[src/rtl/msrv32_rf_wr_arbiter.sv]
// msrv32_rf_wr_arbiter
// Shares the single integer register-file write port between the in-order
// pipeline writeback and a multi-cycle unit (divider, late load, ...).
// MCU results wait in a small FIFO and are drained into write slots the
// pipeline leaves idle. If the FIFO head waits too long, a starvation timer
// raises stall_out so that the pipeline holds writeback and the head drains.
// The pipeline write request arrives already qualified by flush.
module msrv32_rf_wr_arbiter #(
  parameter int DEPTH    = 2,
  parameter int MAX_WAIT = 4
) (
  input  logic        ms_riscv32_mp_clk_in,
  input  logic        ms_riscv32_mp_rst_in,
  input  logic        flush_in,
  input  logic        pipe_wr_en_in,
  input  logic [4:0]  pipe_rd_addr_in,
  input  logic [31:0] pipe_rd_data_in,
  input  logic        mcu_valid_in,
  input  logic [4:0]  mcu_rd_addr_in,
  input  logic [31:0] mcu_rd_data_in,
  output logic        mcu_ready_out,
  output logic        stall_out,
  output logic        mcu_busy_out,
  output logic        rf_wr_en_out,
  output logic [4:0]  rf_wr_addr_out,
  output logic [31:0] rf_wr_data_out
);

  localparam int PTR_W  = (DEPTH > 1) ? $clog2(DEPTH) : 1;
  localparam int CNT_W  = $clog2(DEPTH + 1);
  localparam int WAIT_W = (MAX_WAIT > 0) ? $clog2(MAX_WAIT + 1) : 1;

  localparam logic [1:0] IDLE  = 2'd0;
  localparam logic [1:0] PEND  = 2'd1;
  localparam logic [1:0] STALL = 2'd2;

  // Pointer advance with an explicit wrap at DEPTH-1.
  function automatic logic [PTR_W-1:0] ptr_inc(input logic [PTR_W-1:0] p);
    if (p == PTR_W'(DEPTH - 1)) begin
      return '0;
    end
    return p + PTR_W'(1);
  endfunction

  // Starvation counter increment that holds at MAX_WAIT instead of wrapping.
  function automatic logic [WAIT_W-1:0] wait_sat_inc(input logic [WAIT_W-1:0] v);
    if (v == WAIT_W'(MAX_WAIT)) begin
      return v;
    end
    return v + WAIT_W'(1);
  endfunction

  // FIFO storage (data only, never reset)
  logic [4:0]        fifo_addr [DEPTH];
  logic [31:0]       fifo_data [DEPTH];

  // FIFO control
  logic [PTR_W-1:0]  wr_ptr;
  logic [PTR_W-1:0]  rd_ptr;
  logic [CNT_W-1:0]  count;
  logic [CNT_W-1:0]  count_nxt;
  logic              fifo_empty;
  logic              fifo_full;
  logic              push;
  logic              pop;
  logic              head_blocked;

  // Starvation FSM
  logic [1:0]        state;
  logic [1:0]        state_nxt;
  logic [WAIT_W-1:0] wait_cnt;
  logic [WAIT_W-1:0] wait_nxt;
  logic              stall_q;

  // Arbitration result
  logic              pipe_req;
  logic              win_vld;
  logic [4:0]        win_addr;
  logic [31:0]       win_data;

  // Registered write port
  logic              vld_p0;
  logic [4:0]        rf_wr_addr_p0;
  logic [31:0]       rf_wr_data_p0;

  assign fifo_empty = (count == '0);
  assign fifo_full  = (count == CNT_W'(DEPTH));

  assign mcu_ready_out = !fifo_full;
  assign mcu_busy_out  = !fifo_empty;
  assign stall_out     = stall_q;

  assign rf_wr_en_out   = vld_p0;
  assign rf_wr_addr_out = rf_wr_addr_p0;
  assign rf_wr_data_out = rf_wr_data_p0;

  // A stalled pipeline may not write; a flushed instruction never writes.
  assign pipe_req = pipe_wr_en_in & !flush_in & !stall_q;

  // Only the registered count is consulted, so a result pushed into an
  // empty FIFO becomes poppable one cycle later (no same-cycle bypass).
  assign push         = mcu_valid_in & !fifo_full;
  assign pop          = !fifo_empty & (stall_q | !pipe_req);
  assign head_blocked = !fifo_empty & !pop;

  // Next occupancy: simultaneous push and pop leave the count unchanged.
  always_comb begin
    count_nxt = count;
    if (push && !pop) begin
      count_nxt = count + CNT_W'(1);
    end else if (!push && pop) begin
      count_nxt = count - CNT_W'(1);
    end
  end

  // Starvation FSM: track how long the head waits and force a drain.
  always_comb begin
    state_nxt = state;
    wait_nxt  = wait_cnt;
    case (state)
      IDLE: begin
        wait_nxt = '0;
        if (push) begin
          state_nxt = PEND;
        end
      end
      PEND: begin
        if (count_nxt == '0) begin
          state_nxt = IDLE;
          wait_nxt  = '0;
        end else if (pop) begin
          wait_nxt  = '0;
        end else if (head_blocked) begin
          wait_nxt = wait_sat_inc(wait_cnt);
          if (wait_nxt == WAIT_W'(MAX_WAIT)) begin
            state_nxt = STALL;
          end
        end
      end
      STALL: begin
        wait_nxt = '0;
        if (count_nxt == '0) begin
          state_nxt = IDLE;
        end else begin
          state_nxt = PEND;
        end
      end
      default: begin
        state_nxt = IDLE;
        wait_nxt  = '0;
      end
    endcase
  end

  // Winner selection: a forced drain or an idle pipeline slot takes the head.
  always_comb begin
    win_vld  = 1'b0;
    win_addr = '0;
    win_data = '0;
    if (pop) begin
      win_vld  = 1'b1;
      win_addr = fifo_addr[rd_ptr];
      win_data = fifo_data[rd_ptr];
    end else if (pipe_req) begin
      win_vld  = 1'b1;
      win_addr = pipe_rd_addr_in;
      win_data = pipe_rd_data_in;
    end
  end

  // FSM, timer, stall flag and FIFO pointers; reset empties the FIFO at once.
  always_ff @(posedge ms_riscv32_mp_clk_in or posedge ms_riscv32_mp_rst_in) begin
    if (ms_riscv32_mp_rst_in) begin
      state    <= IDLE;
      wait_cnt <= '0;
      stall_q  <= 1'b0;
      count    <= '0;
      wr_ptr   <= '0;
      rd_ptr   <= '0;
    end else begin
      state    <= state_nxt;
      wait_cnt <= wait_nxt;
      stall_q  <= (state_nxt == STALL);
      count    <= count_nxt;
      if (push) begin
        wr_ptr <= ptr_inc(wr_ptr);
      end
      if (pop) begin
        rd_ptr <= ptr_inc(rd_ptr);
      end
    end
  end

  // FIFO entry capture on push.
  always_ff @(posedge ms_riscv32_mp_clk_in) begin
    if (push) begin
      fifo_addr[wr_ptr] <= mcu_rd_addr_in;
      fifo_data[wr_ptr] <= mcu_rd_data_in;
    end
  end

  // ---- stage p0: registered register-file write port ----
  // Writes to x0 are consumed but never enabled.
  always_ff @(posedge ms_riscv32_mp_clk_in or posedge ms_riscv32_mp_rst_in) begin
    if (ms_riscv32_mp_rst_in) begin
      vld_p0        <= 1'b0;
      rf_wr_addr_p0 <= '0;
      rf_wr_data_p0 <= '0;
    end else begin
      vld_p0 <= win_vld & (win_addr != 5'd0);
      if (win_vld) begin
        rf_wr_addr_p0 <= win_addr;
        rf_wr_data_p0 <= win_data;
      end
    end
  end

endmodule

[config.mk]
export PLATFORM = sky130hd
export DESIGN_NAME = msrv32_rf_wr_arbiter
export DESIGN_NICKNAME = d
export VERILOG_FILES = /design/src/rtl/msrv32_rf_wr_arbiter.sv
export SDC_FILE = /design/constraint.sdc
export NUM_CORES = 1
export LEC_CHECK = 0
export BUFFER_PORTS_ARGS = -buffer_cell sky130_fd_sc_hd__buf_2
export CAP_MARGIN = 10
export CORE_MARGIN = 10
export CORE_UTILIZATION = 40
export DETAILED_ROUTE_END_ITERATION = 8
export PLACE_DENSITY = 0.69
export SLEW_MARGIN = 10
export SYNTH_ARGS = -nofsm -noshare
export SYNTH_HDL_FRONTEND = slang
export SYNTH_SLANG_ARGS = --single-unit
[constraint.sdc]
create_clock -name ms_riscv32_mp_clk_in -period 3.05 [get_ports ms_riscv32_mp_clk_in]
set_clock_uncertainty 0.15 [all_clocks]
set_input_delay 0.305 -clock ms_riscv32_mp_clk_in [delete_from_list [all_inputs] [get_ports ms_riscv32_mp_clk_in]]
set_output_delay 0.305 -clock ms_riscv32_mp_clk_in [all_outputs]
set_load 0.02 [all_outputs]
Word-level counts from Yosys, hierarchy flattened
Memories as Yosys holds them, arrays and structs flattened.
Cells that the tools add are included.
- multiplexer cells: 40
- reduce and logical (&&, ||, !) cells: 13
- bitwise gates (word level): 7
- eq/ne operators: 7
- add/subtract/negate cells: 5
- operators with widths (kind ; number):
    $mux W32 ; 2
    $mux W3 ; 10
    $mux W1 ; 18
    $mux W2 ; 7
    $mux W5 ; 2
    $logic_not A1 Y1 ; 7
    $and A1 B1 Y1 ; 6
    $eq A2 B2 Y1 const B ; 3
    $eq A3 B3 Y1 const B ; 2
    $logic_not A2 Y1 ; 3
    $pmux W2 S3 ; 1
    $reduce_bool A5 Y1 ; 1
    $ne A4 B4 Y1 const B ; 1
    $add A3 B1 Y3 const B ; 1
    $add A1 B1 Y1 const B ; 2
    $add A2 B1 Y2 const B ; 1
    $eq A2 B1 Y1 const B ; 1
    $logic_and A1 B1 Y1 ; 2
    $sub A2 B1 Y2 const B ; 1
    $or A1 B1 Y1 ; 1
- word-level logic and storage cells: 83
- memories: 2
- bits in writable memories: 74
- bits of input ports: 79
- output and inout port bits: 41
- bits in registers: 48
- memory list (name ; words ; width ; rd ports ; clocked after memory_dff ; write ports ; line ; RTL):
    fifo_data ; 2 ; 32 ; 1 ; 0 ; 1 ; 55 ; logic [31:0] fifo_data [DEPTH];
    fifo_addr ; 2 ; 5 ; 1 ; 0 ; 1 ; 54 ; logic [4:0] fifo_addr [DEPTH];

Depth between registers and ports, before layout
Gate-level depths: netlist of the first run.
- word-level depth: 24
- mapped depth: 8

Worst setup path before layout of the first run
No wires, ideal clock.
- kind: register to register
- from: register count[0]
- to: memory fifo_addr[0][0], enable pin
- stages on the path, launching flop included: 6
- required time: 2469 ps
- data arrival time: 2547 ps
- period minus slack after synthesis: 3128 ps
- setup slack: -78 ps
- buffers on the path: 1
- library setup time: 431 ps
- path through: dfrtp_1 > inv_1 > ha_1 > nand2b_1 > buf_2 > nor2_1
- longest elaborated chain between the ends: 5
- ends and longest elaborated chain (item ; line ; RTL):
    start, declared ; 60 ; logic [CNT_W-1:0] count;
    start signal, assigned ; 184 ; count <= count_nxt;
    $eq A2 B2 Y1 ; 87 ; assign fifo_full = (count == CNT_W'(DEPTH));
    $logic_not A1 Y1 ; 102 ; assign push = mcu_valid_in & !fifo_full;
    $and A1 B1 Y1 ; 102 ;
    $mux W1 ; 196 ; if (push) begin
    $mux W1 (not written as such) ; 197 ; fifo_addr[wr_ptr] <= mcu_rd_addr_in;
    end, declared ; 54 ;
Every way passes these cells.

Final worst setup path of the first run
- from: register count[0]
- to: register state[0]
- longest elaborated chain between the ends: 10
- ends and longest elaborated chain (item ; line ; RTL):
    $eq A2 B2 Y1 ; 87 ;
    $logic_not A1 Y1 ; 102 ;
    $and A1 B1 Y1 ; 102 ;
    $logic_not A1 Y1 ; 111 ; end else if (!push && pop) begin
    $logic_and A1 B1 Y1 ; 111 ;
    $mux W2 ; 111 ;
    $mux W2 ; 109 ; if (push && !pop) begin
    $logic_not A2 Y1 ; 128, 142 ;
    $mux W1 or $mux W2 (tied branches) ; 142, 128 ;
    $pmux W2 S3 * ; 120 ; case (state)
    net state_nxt[0] ; 70 ; logic [1:0] state_nxt;
    end signal, assigned ; 181 ; state <= state_nxt;
    end, declared ; 69 ; logic [1:0] state;
Mark *: on every way through the listed nets, which the timed path passes. The rest lies on a longest branch.
A chain may end at the register's enable or synchronous reset.

==> results of run 1 <==
==> worst reg2reg max path, cell delays in order (launching register included) <==
cell and delay (ns):
dfrtp_1 0.44, inv_1 0.11, ha_1 0.20, nand2b_1 0.34
a21oi_1 0.14, or4_1 0.57, a31oi_1 0.19, o22ai_1 0.09
==> worst paths after layout <==
path | startpoint | end | slack, ns | cells past startpoint
min in group asynchronous | ms_riscv32_mp_rst_in | rf_wr_addr_out[0] | 0.38 | 3
hold / removal | pipe_rd_addr_in[0] | rf_wr_addr_out[0] | 0.09 | 4
max in group asynchronous | ms_riscv32_mp_rst_in | rf_wr_data_out[29] | 1.74 | 4
setup reg to reg | count[0] | state[0] | 0.71 | 7
setup / recovery | count[0] | state[0] | 0.71 | 7
hold reg to reg | rf_wr_addr_out[1] | rf_wr_addr_out[1] | 0.34 | 2
==> stage by stage <==
stage / cells / setup WS [ns] / power [uW] / instance area (sq um) / hold WS (ns)
2_1_floorplan: 384 / 0.5425 / 4053 / 4941 / 0.2539
6_report: 760 / 0.7130 / 6782 / 7036 / 0.09458
3_5_place_dp: 657 / 0.7258 / 4800 / 5747 / 0.2791
4_1_cts: 760 / 0.7052 / 6860 / 7036 / 0.07012
3_3_place_gp: 657 / 0.8130 / 4725 / 5747 / 0.2617
5_1_grt: 760 / 0.5830 / 7188 / 7036 / 0.09815
==> cell type report <==
| cell class | instances | area (sq um) |
|---|---|---|
| fillers | 973 | 5026 |
| flip-flops and latches | 122 | 3425 |
| multi-input cells | 233 | 1405 |
| repair buffers | 198 | 1391 |
| clock buffers | 21 | 450.4 |
| well taps | 168 | 210.2 |
| clock inverters | 11 | 127.6 |
| inverters | 7 | 26.28 |
==> sequential cells by signal, summed over array words and instances (netlist names), 2 cells and up <==
register and count:
fifo_addr 10, rf_wr_addr_out 5, count 2, rf_wr_data_out 32
wait_cnt 3, fifo_data 64, state 2
==> metal layers <==
metal | vias to the layer above | GRT usage (%)
met2 | 114 | 25.31
met3 | 19 | 5.412
met1 | 1741 | 15.75
met5 | - | 0
li1 | 1773 | -
met4 | 0 | 6.500
==> cell usage after synthesis (2+ instances only) <==
cell type	instances	area, sq um
edfxtp_1	74	2222
dfrtp_1	48	1201
nand2_1	44	165.2
nor2_1	41	153.9
o21ai_0	37	185.2
a21oi_1	36	180.2
mux2i_1	36	360.4
clkbuf_1	11	41.29
buf_2	8	40.04
inv_1	6	22.52
a31o_2	4	35.03
ha_1	4	50.05
nor2b_1	3	18.77
nor3_1	3	15.01
xnor2_1	3	26.28
a211oi_2	2	25.02
buf_1	2	7.510
==> cells by family after synthesis <==
| logic type | Yosys count | share of synthesized area (%) |
|---|---|---|
| AND/OR/NAND/NOR | 102 | 9.121 |
| adder cells (fa/ha/maj) | 4 | 1.013 |
| XOR/XNOR | 3 | 0.5321 |
| multiplexers | 37 | 7.525 |
| buffers and inverters | 29 | 2.559 |
| AO/OA/AOI/OAI | 87 | 9.932 |
| flip-flops | 122 | 69.32 |
==> where the power goes <==
group	total, uW	switching, uW	internal, uW
clock	1950	667	1290
sequential	2610	294	2310
combinational	2220	1360	859
==> run summary, run 1 <==
Status = finished clean
# rows = 40
Gr ovfl total = 0
Share of flip-flops with an asynchronous set or reset = 39.34%
CTS Buf Count = 17
Post-synth EDFFs = 74
Initial antenna violation count = 0
Vias in the first global route = 3898
Clk_lat worst skew = 0.42 ns
WL final = 12410 um
Routed length on met2 = 6338 um
Met3 WL = 775 um
Cell Area, Synth = 4938 sq um
Total GRT Usage = 14.68%
Post-Syn Nets = 467
Seq/Total Area, Yosys = 69.32%
Initial DRC count = 167
Synth-to-Final Area Change = 42.46%
#FFs+latches synth = 122
Average cell area after synthesis = 12.86 sq um
Min cycle time layout = 2.337 ns
Crit-path max FO = 7
Clk buf depth = 2
Worst hold path class = in -> reg
Root Driver = clkbuf_16
Max Slew Vio Count = 0
Setup-failing EPs final = 0
Drt drc = 0
Initial Utilization = 40.94%
Cts-stage hold buffer count = 71
LEAKAGE = 0.002985 uW
Most frequent cells in the layout = 119 x buf_2, 74 x edfxtp_1, 71 x dlygate4sd3_1, 47 x dfrtp_1, 44 x nand2_1
VDD IR max = 487.2 uV
CTS clk-pin slew, worst paths = 0.05 ns
RSZ-0062 raised after global routing = no
Final nets = 662
YS warnings = 0
Diode count = 0
PD cells = 964.0 nW/um^2
Post-route ant nets = 0
Share of cells above drive strength 1 = 28.72%
Worst EP arrival = 2.48 ns
Worst slew margin = 51.61%
Most common cell after layout, fill and taps aside = buf_2
CP delay by family, top = simple AND/OR/NAND/NOR gates
Die W = 131.1 um
Core area = 12060 sq um
Post-cts sizing count = 0
Largest net degree at the start of global routing = 74
Peak Freq = 427.9 MHz
Sink Count = 122
Post-CTS Setup Repair Bufs = 0
Wirelength per Cell = 16.33 um
Hold Fails Final Rpt = 0
Final core utilization = 58.33%
Gate Count Post-Synth = 384
Critical path required time = 3.19 ns
Critical path's largest stage delay = 0.57 ns
Drt first pass iters = 4
Synth cell types = 39
Critical path class = reg -> reg
Period utilisation layout = 76.62%
Critical path startpoint category = register
Maxcap violations = 0
Via-to-Cell Ratio = 4.799
Crit-path slowest cell = or4_1
Dominant synthesized flop cell = edfxtp_1
IO buf count = 119
Top layer in use = met4
CTS tree = yes
I/O Pins = 120
Measured slew at the worst slew-check pin = 0.7259 ns
Critical path buffers and inverters = 1
Hpwl dp = 7917 um
Die Area = 17190 sq um
Die Y = 131.1 um
CTS H-tree depth = 4
RePlAce Congestion = 0.7798
Wire length on met1 = 5102 um
Via count = 3647
Worst setup EP type = register
Fin Setup TNS = 0 ns
First-pass GRT wire length = 20230 um
CP cell instances = inv_1 -> ha_1 -> nand2b_1 -> a21oi_1 -> or4_1 -> a31oi_1 -> o22ai_1
Power figures use the tool's default switching activity.
==> inputs of run 2 (changes only) <==
Settings changed: PLACE_DENSITY 0.69 to 0.67.
Clock period 3.05 ns to 2.3 ns, I/O delays scaled along.
==> run 2 against run 1 <==
Against the previous run:
- total power grew 28%
- core utilization fell by 0.32 points
- clock-buffer cell count is 4 higher
- cell area decreased by 0.55%
- critical path type unchanged
- largest cell class unchanged
==> run summary, run 2 (synthesis gave the netlist of run 1 again) <==
Worst slew margin = 66.48% (+15 points)
Largest net degree at the start of global routing = 42 (-43%)
Vias in the first global route = 3943 (+1.2%)
Initial antenna violation count = 0 (unchanged)
Cts-stage hold buffer count = 71 (unchanged)
CTS clk-pin slew, worst paths = 0.05 ns (about the same)
Total GRT Usage = 14.82% (+0.14 points)
Clk_lat worst skew = 0.42 ns (about the same)
Critical path required time = 2.43 ns (-0.76 ns)
Largest reg by FF count = fifo_data
Die Area = 17190 sq um (unchanged)
Die W = 131.1 um (unchanged)
Synth-to-Final Area Change = 41.68%
Via count = 3653 (+0.16%)
Hold Fails Final Rpt = 0 (unchanged)
Period utilisation layout = 91.56% (+15 points)
Min cycle time layout = 2.106 ns (-0.2312 ns)
Hpwl dp = 7903 um (-0.18%)
Share of cells above drive strength 1 = 28.98% (+0.26 points)
Maxcap violations = 0 (unchanged)
Worst hold path class = in -> reg
Largest register FFs = 64 (unchanged)
Root Driver = clkbuf_16
Via-to-Cell Ratio = 4.775 (-0.49%)
# fillers = 982 (+0.92%)
VDD IR max = 814.9 uV (+67%)
Diode count = 0 (unchanged)
# rows = 40 (unchanged)
Worst setup EP type = register
Wirelength per Cell = 15.85 um (-2.9%)
I/O Pins = 120 (unchanged)
Crit-path max FO = 11 (+4)
CTS H-tree depth = 4 (unchanged)
Most frequent cells in the layout = 119 x buf_2, 74 x edfxtp_1, 71 x dlygate4sd3_1, 47 x dfrtp_1, 44 x nand2_1
Setup-failing EPs final = 0 (unchanged)
Critical path class = reg -> reg
Max Slew Vio Count = 0 (unchanged)
Sink Count = 122 (unchanged)
Worst EP arrival = 2.24 ns (-0.24 ns)
IO buf count = 119 (unchanged)
LEAKAGE = 0.002975 uW (-0.33%)
Clk buf depth = 2 (unchanged)
Peak Freq = 474.9 MHz (+11%)
CTS Buf Count = 17 (unchanged)
RePlAce Congestion = 0.8224 (+5.5%)
Post-cts sizing count = 0 (unchanged)
First-pass GRT wire length = 20420 um (+0.92%)
RSZ-0062 raised after global routing = no
WL final = 12130 um (-2.3%)
Gr ovfl total = 0 (unchanged)
Drt drc = 0 (unchanged)
Post-route ant nets = 0 (unchanged)
Measured slew at the worst slew-check pin = 0.5021 ns (-0.2238 ns)
Final nets = 669 (+1.1%)
Die Y = 131.1 um (unchanged)
Initial Utilization = 40.94% (unchanged)
Fin Setup TNS = 0 ns (unchanged)
Post-CTS Setup Repair Bufs = 0 (unchanged)
Status = finished clean
Overall Power = 8678 uW (+28%)
Initial DRC count = 228 (+37%)
Most common cell after layout, fill and taps aside = buf_2
CTS tree = yes
Critical path startpoint category = register
Core area = 12060 sq um (unchanged)
Drt first pass iters = 5 (+1)
PD cells = 1240 nW/um^2 (+29%)
-- run 2: cell count changes in the layout (fill, tap and decap cells not counted), sizes merged --
cell    previous run  this run
clkinv             9         6
bufinv             3         0
clkbuf            21        25
buf              127       134
-- run 2: worst paths after layout --
check | start | slack, ns | to | cells after the start
worst min-delay path | pipe_rd_addr_in[4] | 0.03 | rf_wr_addr_out[4] | 4
worst max register to register | stall_out | 0.19 | state[0] | 5
max in group asynchronous | ms_riscv32_mp_rst_in | 1.09 | rf_wr_data_out[14] | 4
worst min register to register | rf_wr_addr_out[1] | 0.35 | rf_wr_addr_out[1] | 2
min in group asynchronous | ms_riscv32_mp_rst_in | 0.28 | rf_wr_data_out[30] | 3
worst max-delay path | stall_out | 0.19 | state[0] | 5
-- run 2: routing by layer --
| layer | track usage (%) | vias to the layer above | part of all wire [%] |
|---|---|---|---|
| li1 | - | 1786 | - |
| met5 | 0 | - | 0 |
| met1 | 16.35 | 1751 | 41 |
| met2 | 25.34 | 101 | 52 |
| met3 | 5.831 | 15 | 5.5 |
| met4 | 5.250 | 0 | 1.3 |
-- run 2: cell type report --
class	count	area (sq um)	share of cell area, %
Multi-Input combinational cell	233	1405	20.08
Clock buffer	25	475.5	6.795
Timing Repair Buffer	205	1431	20.46
Sequential cell	122	3425	48.94
Clock inverter	5	23.77	0.3398
Tap cell	168	210.2	3.004
Inverter	7	26.28	0.3755
-- run 2: power by group --
| group | leakage (uW) | switching (uW) | internal, uW |
|---|---|---|---|
| Sequential | 0.00128 | 289 | 3070 |
| Clock | 0.000248 | 845 | 1400 |
| Combinational | 0.00145 | 1890 | 1180 |
| Total | 0.00298 | 3020 | 5650 |
-- run 2: through the flow --
stage | setup slack, ns | util [%] | instances | hold slack, ns | area, sq um
after floorplan | 0.001441 | - | 384 | 0.1789 | 4946
after global placement | 0.3013 | 47.98 | 664 | 0.1434 | 5787
after detailed placement | 0.2194 | 47.98 | 664 | 0.1521 | 5787
after CTS | 0.2139 | 58.01 | 765 | 0.001316 | 6997
after global routing | 0.1479 | 58.01 | 765 | 0.05443 | 6997
final | 0.1942 | 58.01 | 765 | 0.03409 | 6997
-- run 2: critical path, stage by stage (launching register included) --
cell     delay [ns]
dfrtp_1        0.38
or3b_1         0.41
a21oi_1        0.17
or4_1          0.56
a31oi_1        0.21
o22ai_1        0.10
